$ cat src/rtl/mu0_control_pkg.sv
// Shared MU0 control constants: opcodes, FSM state encodings, ALU codes, selects.
// Consumed by mu0_decode and mu0_control.
package mu0_control_pkg;

    localparam logic [3:0] OP_LDA = 4'h0;
    localparam logic [3:0] OP_STA = 4'h1;
    localparam logic [3:0] OP_ADD = 4'h2;
    localparam logic [3:0] OP_SUB = 4'h3;
    localparam logic [3:0] OP_JMP = 4'h4;
    localparam logic [3:0] OP_JGE = 4'h5;
    localparam logic [3:0] OP_JNE = 4'h6;
    localparam logic [3:0] OP_STP = 4'h7;

    localparam logic [1:0] ST_FETCH = 2'b00;
    localparam logic [1:0] ST_EXEC  = 2'b01;
    localparam logic [1:0] ST_HALT  = 2'b10;

    localparam logic [1:0] FS_Y   = 2'b00;
    localparam logic [1:0] FS_ADD = 2'b01;
    localparam logic [1:0] FS_INC = 2'b10;
    localparam logic [1:0] FS_SUB = 2'b11;

    localparam logic ADDR_PC = 1'b0;
    localparam logic ADDR_IR = 1'b1;
    localparam logic X_ACC   = 1'b0;
    localparam logic X_PC    = 1'b1;
    localparam logic Y_DIN   = 1'b0;
    localparam logic Y_IMM   = 1'b1;

    typedef struct packed {
        logic       addr_sel;
        logic       x_sel;
        logic       y_sel;
        logic [1:0] alu_fs;
        logic       acc_ce;
        logic       pc_ce;
        logic       ir_ce;
        logic       acc_oe;
        logic       mem_req;
        logic       rnw;
        logic       halted;
    } ctrl_t;

    // Quiescent vector: no enables, no request, read direction.
    function automatic ctrl_t ctrl_idle();
        ctrl_t c;
        c     = '0;
        c.rnw = 1'b1;
        return c;
    endfunction

endpackage

$ cat src/rtl/mu0_control_decode.sv
// mu0_decode: combinational EXEC-state decoder (opcode, flags, mem_rdy -> controls).
// With MU0_ILLEGAL_TRAP_EN defined, opcodes 8-F route to HALT instead of FETCH.
module mu0_decode
    import mu0_control_pkg::*;
#(
    parameter int OP_W = 4
) (
    input  logic [OP_W-1:0] opcode,
    input  logic            n_flag,
    input  logic            z_flag,
    input  logic            mem_rdy,
    output ctrl_t           ctrl,
    output logic [1:0]      next_state
);

    always_comb begin
        ctrl       = ctrl_idle();
        next_state = ST_FETCH;
        case (opcode)
            OP_LDA, OP_ADD, OP_SUB: begin
                ctrl.addr_sel = ADDR_IR;
                ctrl.mem_req  = 1'b1;
                ctrl.y_sel    = Y_DIN;
                ctrl.x_sel    = X_ACC;
                ctrl.alu_fs   = (opcode == OP_ADD) ? FS_ADD :
                                (opcode == OP_SUB) ? FS_SUB : FS_Y;
                ctrl.acc_ce   = mem_rdy;
                if (!mem_rdy) next_state = ST_EXEC;
            end
            OP_STA: begin
                ctrl.addr_sel = ADDR_IR;
                ctrl.mem_req  = 1'b1;
                ctrl.rnw      = 1'b0;
                ctrl.acc_oe   = 1'b1;
                if (!mem_rdy) next_state = ST_EXEC;
            end
            OP_JMP, OP_JGE, OP_JNE: begin
                ctrl.y_sel  = Y_IMM;
                ctrl.alu_fs = FS_Y;
                ctrl.pc_ce  = (opcode == OP_JGE) ? ~n_flag :
                              (opcode == OP_JNE) ? ~z_flag : 1'b1;
            end
            OP_STP: next_state = ST_HALT;
            default: begin
`ifdef MU0_ILLEGAL_TRAP_EN
                next_state = ST_HALT;
`else
                next_state = ST_FETCH;
`endif
            end
        endcase
    end

endmodule

$ cat src/rtl/mu0_control.sv
// MU0 control unit: fetch/execute FSM with memory wait states.
// Optional MU0_ILLEGAL_TRAP_EN adds the sticky 'illegal' output for opcodes 8-F.
module mu0_control
    import mu0_control_pkg::*;
#(
    parameter int OP_W = 4
) (
    input  logic            clk,
    input  logic            reset,
    input  logic [OP_W-1:0] opcode,
    input  logic            n_flag,
    input  logic            z_flag,
    input  logic            mem_rdy,
    output logic            addr_sel,
    output logic            x_sel,
    output logic            y_sel,
    output logic [1:0]      alu_fs,
    output logic            acc_ce,
    output logic            pc_ce,
    output logic            ir_ce,
    output logic            acc_oe,
    output logic            mem_req,
    output logic            rnw,
    output logic            halted
`ifdef MU0_ILLEGAL_TRAP_EN
    ,
    output logic            illegal
`endif
);

    logic [1:0] state_q, state_d;
    logic [1:0] dec_next;
    ctrl_t      dec_ctrl, ctrl;

    mu0_decode #(.OP_W(OP_W)) u_decode (
        .opcode     (opcode),
        .n_flag     (n_flag),
        .z_flag     (z_flag),
        .mem_rdy    (mem_rdy),
        .ctrl       (dec_ctrl),
        .next_state (dec_next)
    );

    always_ff @(posedge clk or posedge reset) begin
        if (reset) state_q <= ST_FETCH;
        else       state_q <= state_d;
    end

    always_comb begin
        ctrl    = ctrl_idle();
        state_d = state_q;
        case (state_q)
            ST_FETCH: begin
                ctrl.addr_sel = ADDR_PC;
                ctrl.mem_req  = 1'b1;
                ctrl.x_sel    = X_PC;
                ctrl.alu_fs   = FS_INC;
                ctrl.ir_ce    = mem_rdy;
                ctrl.pc_ce    = mem_rdy;
                if (mem_rdy) state_d = ST_EXEC;
            end
            ST_EXEC: begin
                ctrl    = dec_ctrl;
                state_d = dec_next;
            end
            ST_HALT: ctrl.halted = 1'b1;
            default: state_d = ST_FETCH;
        endcase
        // Reset masks the outputs directly so a pending request drops without waiting for a clock.
        if (reset) ctrl = ctrl_idle();
    end

    assign addr_sel = ctrl.addr_sel;
    assign x_sel    = ctrl.x_sel;
    assign y_sel    = ctrl.y_sel;
    assign alu_fs   = ctrl.alu_fs;
    assign acc_ce   = ctrl.acc_ce;
    assign pc_ce    = ctrl.pc_ce;
    assign ir_ce    = ctrl.ir_ce;
    assign acc_oe   = ctrl.acc_oe;
    assign mem_req  = ctrl.mem_req;
    assign rnw      = ctrl.rnw;
    assign halted   = ctrl.halted;

`ifdef MU0_ILLEGAL_TRAP_EN
    logic illegal_q;

    always_ff @(posedge clk or posedge reset) begin
        if (reset)                                          illegal_q <= 1'b0;
        else if (state_q == ST_EXEC && opcode[OP_W-1])      illegal_q <= 1'b1;
    end

    assign illegal = illegal_q;
`endif

endmodule

$ cat config.mk
export PLATFORM = sky130hd
export DESIGN_NAME = mu0_control
export DESIGN_NICKNAME = d
export VERILOG_FILES = /design/src/rtl/mu0_control_pkg.sv /design/src/rtl/mu0_control_decode.sv /design/src/rtl/mu0_control.sv
export SDC_FILE = /design/constraint.sdc
export NUM_CORES = 1
export LEC_CHECK = 0
export CORE_AREA = 2 2 39 41
export CTS_CLUSTER_DIAMETER = 100
export DETAILED_ROUTE_END_ITERATION = 10
export DIE_AREA = 0 0 41 43
export DONT_BUFFER_PORTS = 1
export HOLD_SLACK_MARGIN = 0.1
export SYNTH_ARGS = -nofsm -noshare
export SYNTH_HDL_FRONTEND = slang
export SYNTH_HIERARCHICAL = 1
export SYNTH_SLANG_ARGS = --single-unit
$ cat constraint.sdc
create_clock -name clk -period 1.31 [get_ports clk]
set_input_delay 0.131 -clock clk [delete_from_list [all_inputs] [get_ports clk]]
set_output_delay 0.131 -clock clk [all_outputs]
set_load 0.01 [all_outputs]
==> qor.txt, run 1 <==
chip width = 41 µm
CTS Sinks = 2
FF-to-FF path depth = 4
Internal Power = 580 µW
PD cells = 1560 mW/mm²
Crit Path Category = flip-flop to primary output
fin. max-slew vios = 0
total track usage = 12.2%
largest net degree at the start of global routing = 10
Largest regs = state_q: 2 flops
FP Rows = 14
post-synthesis cell type count = 24
drt pass-1 iters = 4
Post-synth EDFFs = 0
Post-Syn Area = 420 µm²
Hold Crit Class = input pin to async pin
Arrival @ worst endpoint = 1.39 ns
Sw Pwr = 415 µW
RR Endpoint = state_q[0]$_DFFE_PP0P_
Antenna Violating Nets Remaining = 0
clock share of power = 13.5%
drt wl/cell = 11.7 µm
Max Fclk = 658 MHz
htree depth = 1
gpl congestion = 0.785
Core Area = 0.00138 mm²
switching portion of total power = 41.7%
Ys Warns = 6
clock-pin slew on the worst setup and hold paths = 0.03 ns
TritonCTS clock tree = done
routed wire length = 1000 µm
asr flop ratio synth = 100%
Area Overhead vs Synth = 51.5%
failing checks = negative setup slack
Starting Density = 30.4%
initial antenna violation count = 0
min cycle time layout = 1.52 ns
clk_skew = 0.00204 ns
PnR worst setup slack = -0.210 ns
Clock Latency Late Sink = 0.22 ns
Seq/Total Area, Yosys = 11.9%
outcome = finished with violations
Detail Placement HPWL = 701 µm
register share of total power = 9.3%
Gate power share = 77.2%
total power = 995 µW
Final Hold Viols = 0
clock root buffer = clkbuf_4
DR vias/cell = 4.86
crit path max fanout = 4
synthesized flop and latch total = 2
ant diodes = 0
Chip Height = 43 µm
Die ar. = 0.00176 mm²
dominant synthesized flop cell = dfrtp_1
Most flops, register = state_q
layout cells sized above 1 = 52.9%
DRC viols = 0
CP required = 1.18 ns
Port Buffer Count = 0
Ports = 21
Mapped Avg Cell Area = 7.01 µm²
max reg flops = 2
Inserted Clock Buffers = 3
worst reg2reg setup slack = 0.12 ns
unrepaired setup endpoints after global routing = true
kind of end point of the critical path = primary output
RR Startpoint = state_q[0]$_DFFE_PP0P_
1st-iter DRT viols = 5
final setup fails = 11
CP startpoint = state_q[1]$_DFFE_PP0P_
max-cap violations = 0
startpoint types = flip-flop
P_leak = 0.286 nW
total gr overflow = 0
post-synthesis cell count = 60
number of global-route vias before repair = 409
first-pass GRT wire length = 1460 µm
worst-path cell chain = inv_4 > ha_4 > o21ai_2 > or2_1 > a21oi_2
Max stage delay on crit path = 0.40 ns
VDD IR-drop max = 765 µV
clock tree buffer depth = 2
Slowest cell on crit path = dfrtp_1
final worst path period share = 116%
Final #Nets = 86
via count = 418
Sum Neg Setup Slack = -1.35 ns
crit path to = ir_ce
==> critical path, delay by kind of cell (launching register included) <==
family	cells	cell delay (ns)
AO/OA/AOI/OAI	2	0.25
adder cells (fa/ha/maj)	1	0.16
buffers and inverters	1	0.11
flip-flops	1	0.40
AND/OR/NAND/NOR	1	0.24
==> layer usage <==
layer	routed length, µm	global-route usage [%]
met1	356	11.0
met2	575	24.4
met3	71	0
met4	0	6.00
met5	0	0
==> worst min-delay path by stage <==
stage | startpoint | endpoint | slack [ns] | cells after the start
after global routing | reset | state_q[0]$_DFFE_PP0P_ | 0.20 | 2
after detailed placement | reset | state_q[1]$_DFFE_PP0P_ | -0.12 | 1
after floorplan | reset | state_q[0]$_DFFE_PP0P_ | 0.04 | 2
after global placement | reset | state_q[0]$_DFFE_PP0P_ | -0.12 | 1
final | reset | state_q[0]$_DFFE_PP0P_ | 0.19 | 2
after CTS | reset | state_q[0]$_DFFE_PP0P_ | 0.18 | 2
==> logic make-up (layout without fill, tap and decap cells) <==
kind of cell	count (synthesis)	after routing	synth area share [%]
and+or+nand+nor	28	28	36.3
AOI/OAI and AO/OA	12	12	16.7
buffers and inverters	10	18	14.6
adders and majority gates	5	5	14.9
muxes	2	2	4.76
DFF	2	2	11.9
other	1	3	0.892
==> area by class of cell <==
type | instances | area [µm²]
Clock buffer | 3 | 22.5
Timing Repair Buffer | 11 | 92.6
Tap cell | 16 | 20.0
Inverter | 4 | 17.5
Fill cell | 141 | 747
Sequential cell | 2 | 50.0
Multi-Input combinational cell | 50 | 434
==> synthesized netlist by cell type, types with 2 or more instances <==
master / instances / area (µm²)
nand2_1: 7 / 26.3
inv_1: 4 / 15.0
mux2i_1: 2 / 20.0
ha_1: 5 / 62.6
and2_1: 5 / 31.3
nor2_1: 5 / 18.8
dfrtp_1: 2 / 50.1
nor3_1: 3 / 15.0
a21oi_1: 9 / 45.0
buf_4: 4 / 30.0
==> power groups by stage <==
stage | Clock, mW | Combinational (mW) | Sequential [mW]
floorplan | 0 | 0.378 | 0.104
global placement | 0 | 0.516 | 0.0929
detailed placement | 0 | 0.521 | 0.0933
CTS | 0.145 | 0.749 | 0.0934
global route | 0.146 | 0.841 | 0.0960
finish | 0.134 | 0.768 | 0.0928
==> stage by stage <==
step | instance area (µm²) | hold WS (ns) | std cells | worst slack (ns) | utilization [%]
after floorplan | 450 | 0.0422 | 62 | -0.0114 | -
after global placement | 462 | -0.124 | 77 | -0.00386 | 33.4
after detailed placement | 462 | -0.122 | 77 | -0.0249 | 33.4
after CTS | 618 | 0.185 | 85 | -0.210 | 44.7
after global routing | 637 | 0.197 | 86 | -0.272 | 46.0
final | 637 | 0.194 | 86 | -0.210 | 46.0
==> cells in the final DEF, fill, tap and decap left out, types with 2 or more instances in the layout <==
cell type and count:
a21oi_1 5, nor3_1 3, nand2_4 2, a21oi_2 2, a21oi_4 2, inv_1 2
nor2_1 5, ha_4 4, buf_6 2, conb_1 3, clkbuf_4 3, dfrtp_1 2
nand2_1 4, mux2i_1 2, and2_4 5, buf_4 8
==> repair_timing <==
| item | 4_1_cts | 5_1_grt |
|---|---|---|
| endpoints found under the hold margin | 2 | 0 |
| pin swaps | 7 | 5 |
| endpoints found under the setup margin | 11 | 12 |
| hold buffers | 1 | 0 |
| buffers inserted | 4 | 3 |
| resized for setup | 21 | 4 |
Note: power is estimated with default switching activity, not from simulation.
==> run 2: changes to the inputs <==
--- a/config.mk
+++ b/config.mk
@@ -11,6 +11,7 @@
 export DIE_AREA = 0 0 41 43
 export DONT_BUFFER_PORTS = 1
 export HOLD_SLACK_MARGIN = 0.1
+export SKIP_LAST_GASP = 1
 export SYNTH_ARGS = -nofsm -noshare
 export SYNTH_HDL_FRONTEND = slang
 export SYNTH_HIERARCHICAL = 1
==> constraint.sdc (replaced) <==
create_clock -name clk -period 1.4 [get_ports clk]
set_input_delay 0.14 -clock clk [delete_from_list [all_inputs] [get_ports clk]]
set_output_delay 0.14 -clock clk [all_outputs]
set_load 0.01 [all_outputs]
==> run 2 against run 1 <==
  * The run still ends with negative setup slack left
  * Die area unchanged
  * Non-clock buffer count decreased by 2
  * Clock-buffer cell count unchanged
  * Combinational power increased by 14%
  * Critical path depth did not move
  * Clock skew hardly changed
  * Wire length grew 9.1%
  * Worst setup slack improved by 0.070 ns
  * Sequential share of layout area decreased by 0.46 points
  * Total power increased by 9.9%
  * First-iteration DRC count fell by 80%
  * Cell area increased by 6.3%
==> qor.txt, run 2 (synthesis gave the netlist of run 1 again) <==
Place WS = 0.0242 ns
chip width = 41 µm
layout cells sized above 1 = 57.4%
TritonCTS clock tree = done
min cycle time layout = 1.54 ns
max reg flops = 2
largest net degree at the start of global routing = 10
failing checks = negative setup slack
CTS Sinks = 2
kind of end point of the critical path = primary output
Ports = 21
startpoint types = flip-flop
fin. max-slew vios = 0
Clock Latency Late Sink = 0.22 ns
buffer and inverter count on the worst path = 1
final setup fails = 11
Core Area = 0.00138 mm²
Antenna Violating Nets Remaining = 0
Starting Density = 30.4%
first-pass GRT wire length = 1440 µm
worst-path cell chain = inv_4 > ha_4 > o21ai_4 > or2_4 > a21oi_4
VDD IR-drop max = 754 µV
max-cap violations = 0
PnR worst setup slack = -0.141 ns
drt pass-1 iters = 4
htree depth = 1
DRC viols = 0
unrepaired setup endpoints after global routing = true
final core area utilization = 48.9%
Most flops, register = state_q
routed wire length = 1090 µm
Area Overhead vs Synth = 61.0%
Port Buffer Count = 0
Final #Nets = 84
crit path max fanout = 5
Largest regs = state_q: 2 flops
FP Rows = 14
Chip Height = 43 µm
1st-iter DRT viols = 1
critical path's top delay family = flip-flops
clk_skew = 0.00173 ns
number of global-route vias before repair = 379
Crit Path Category = flip-flop to primary output
final worst path period share = 110%
CP required = 1.26 ns
PD cells = 1620 mW/mm²
Arrival @ worst endpoint = 1.40 ns
via count = 415
clock-pin slew on the worst setup and hold paths = 0.03 ns
total gr overflow = 0
P_leak = 0.282 nW
Hold Crit Class = input pin to async pin
Final Hold Viols = 0
ant diodes = 0
clock root buffer = clkbuf_4
Max stage delay on crit path = 0.43 ns
Slowest cell on crit path = dfrtp_1
outcome = finished with violations
total track usage = 12.5%
gpl congestion = 0.817
initial antenna violation count = 0
Detail Placement HPWL = 696 µm
Inserted Clock Buffers = 3
Die ar. = 0.00176 mm²
drt wl/cell = 13.0 µm
clock tree buffer depth = 2
DR vias/cell = 4.94
Max Fclk = 649 MHz
most frequent cells in the layout = 5 x and2_4, 5 x nand2_1, 5 x buf_4
==> run 2: repair_timing <==
action                     4_1_cts  5_1_grt
hold buffers                     1        0
buffers inserted                 2        2
gates resized for setup         24       17
hold endpoints to repair         2        0
pin swaps                        7        9
setup endpoints to repair       11       11
==> run 2: area by class of cell <==
cell class / count / area (µm²)
clock buffers: 3 / 22.5
fillers: 136 / 707
inverters: 4 / 17.5
multi-input cells: 50 / 485
flip-flops and latches: 2 / 50.0
well taps: 16 / 20.0
repair buffers: 9 / 81.3
==> run 2: power breakdown <==
group	internal (mW)	switching (mW)
Sequential	0.0758	0.0124
Combinational	0.451	0.429
Clock	0.0945	0.0318
==> run 2: final timing paths <==
path | start | to | slack, ns | cells after the start
min in group clk | mem_rdy | state_q[0]$_DFFE_PP0P_ | 0.21 | 3
max in group asynchronous | reset | state_q[1]$_DFFE_PP0P_ | 1.09 | 2
min reg2reg | state_q[1]$_DFFE_PP0P_ | state_q[1]$_DFFE_PP0P_ | 0.70 | 2
min | reset | state_q[0]$_DFFE_PP0P_ | 0.20 | 2
max reg2reg | state_q[1]$_DFFE_PP0P_ | state_q[0]$_DFFE_PP0P_ | 0.14 | 6
max | state_q[1]$_DFFE_PP0P_ | ir_ce | -0.14 | 5
==> run 2: routing by layer <==
metal / GRT usage [%] / up-vias / part of all wire, %
met1: 12.3 / 192 / 34
met2: 20.9 / 16 / 58
met5: 0 / - / 0
met3: 3.66 / 0 / 7.7
li1: - / 207 / -
met4: 8.00 / 0 / 0
==> run 2: worst reg2reg max path: cells and delay by family, from the launching register on <==
kind                     cells  cell delay, ns
multiplexers                 1            0.09
adder cells (fa/ha/maj)      1            0.18
flip-flops                   1            0.43
buffers and inverters        3            0.33
AO/OA/AOI/OAI                1            0.11
==> run 2: per-stage QoR <==
stage | setup TNS, ns | power [mW] | instances | cell area [µm²] | hold slack, ns
final | -1.18 | 1.09 | 84 | 677 | 0.202
after floorplan | 0 | 0.418 | 62 | 428 | 0.0408
after CTS | -0.821 | 0.866 | 82 | 579 | 0.193
after detailed placement | 0 | 0.504 | 76 | 432 | -0.114
after global placement | 0 | 0.503 | 76 | 432 | -0.115
after global routing | -1.81 | 1.17 | 84 | 677 | 0.213
==> run 3: changes to the inputs <==
--- a/config.mk
+++ b/config.mk
@@ -7,6 +7,7 @@
 export LEC_CHECK = 0
 export CORE_AREA = 2 2 39 41
 export CTS_CLUSTER_DIAMETER = 100
+export CTS_CLUSTER_SIZE = 12
 export DETAILED_ROUTE_END_ITERATION = 10
 export DIE_AREA = 0 0 41 43
 export DONT_BUFFER_PORTS = 1
==> results of run 3 <==
The final DEF is identical to that of run 2; final timing and power are the same.
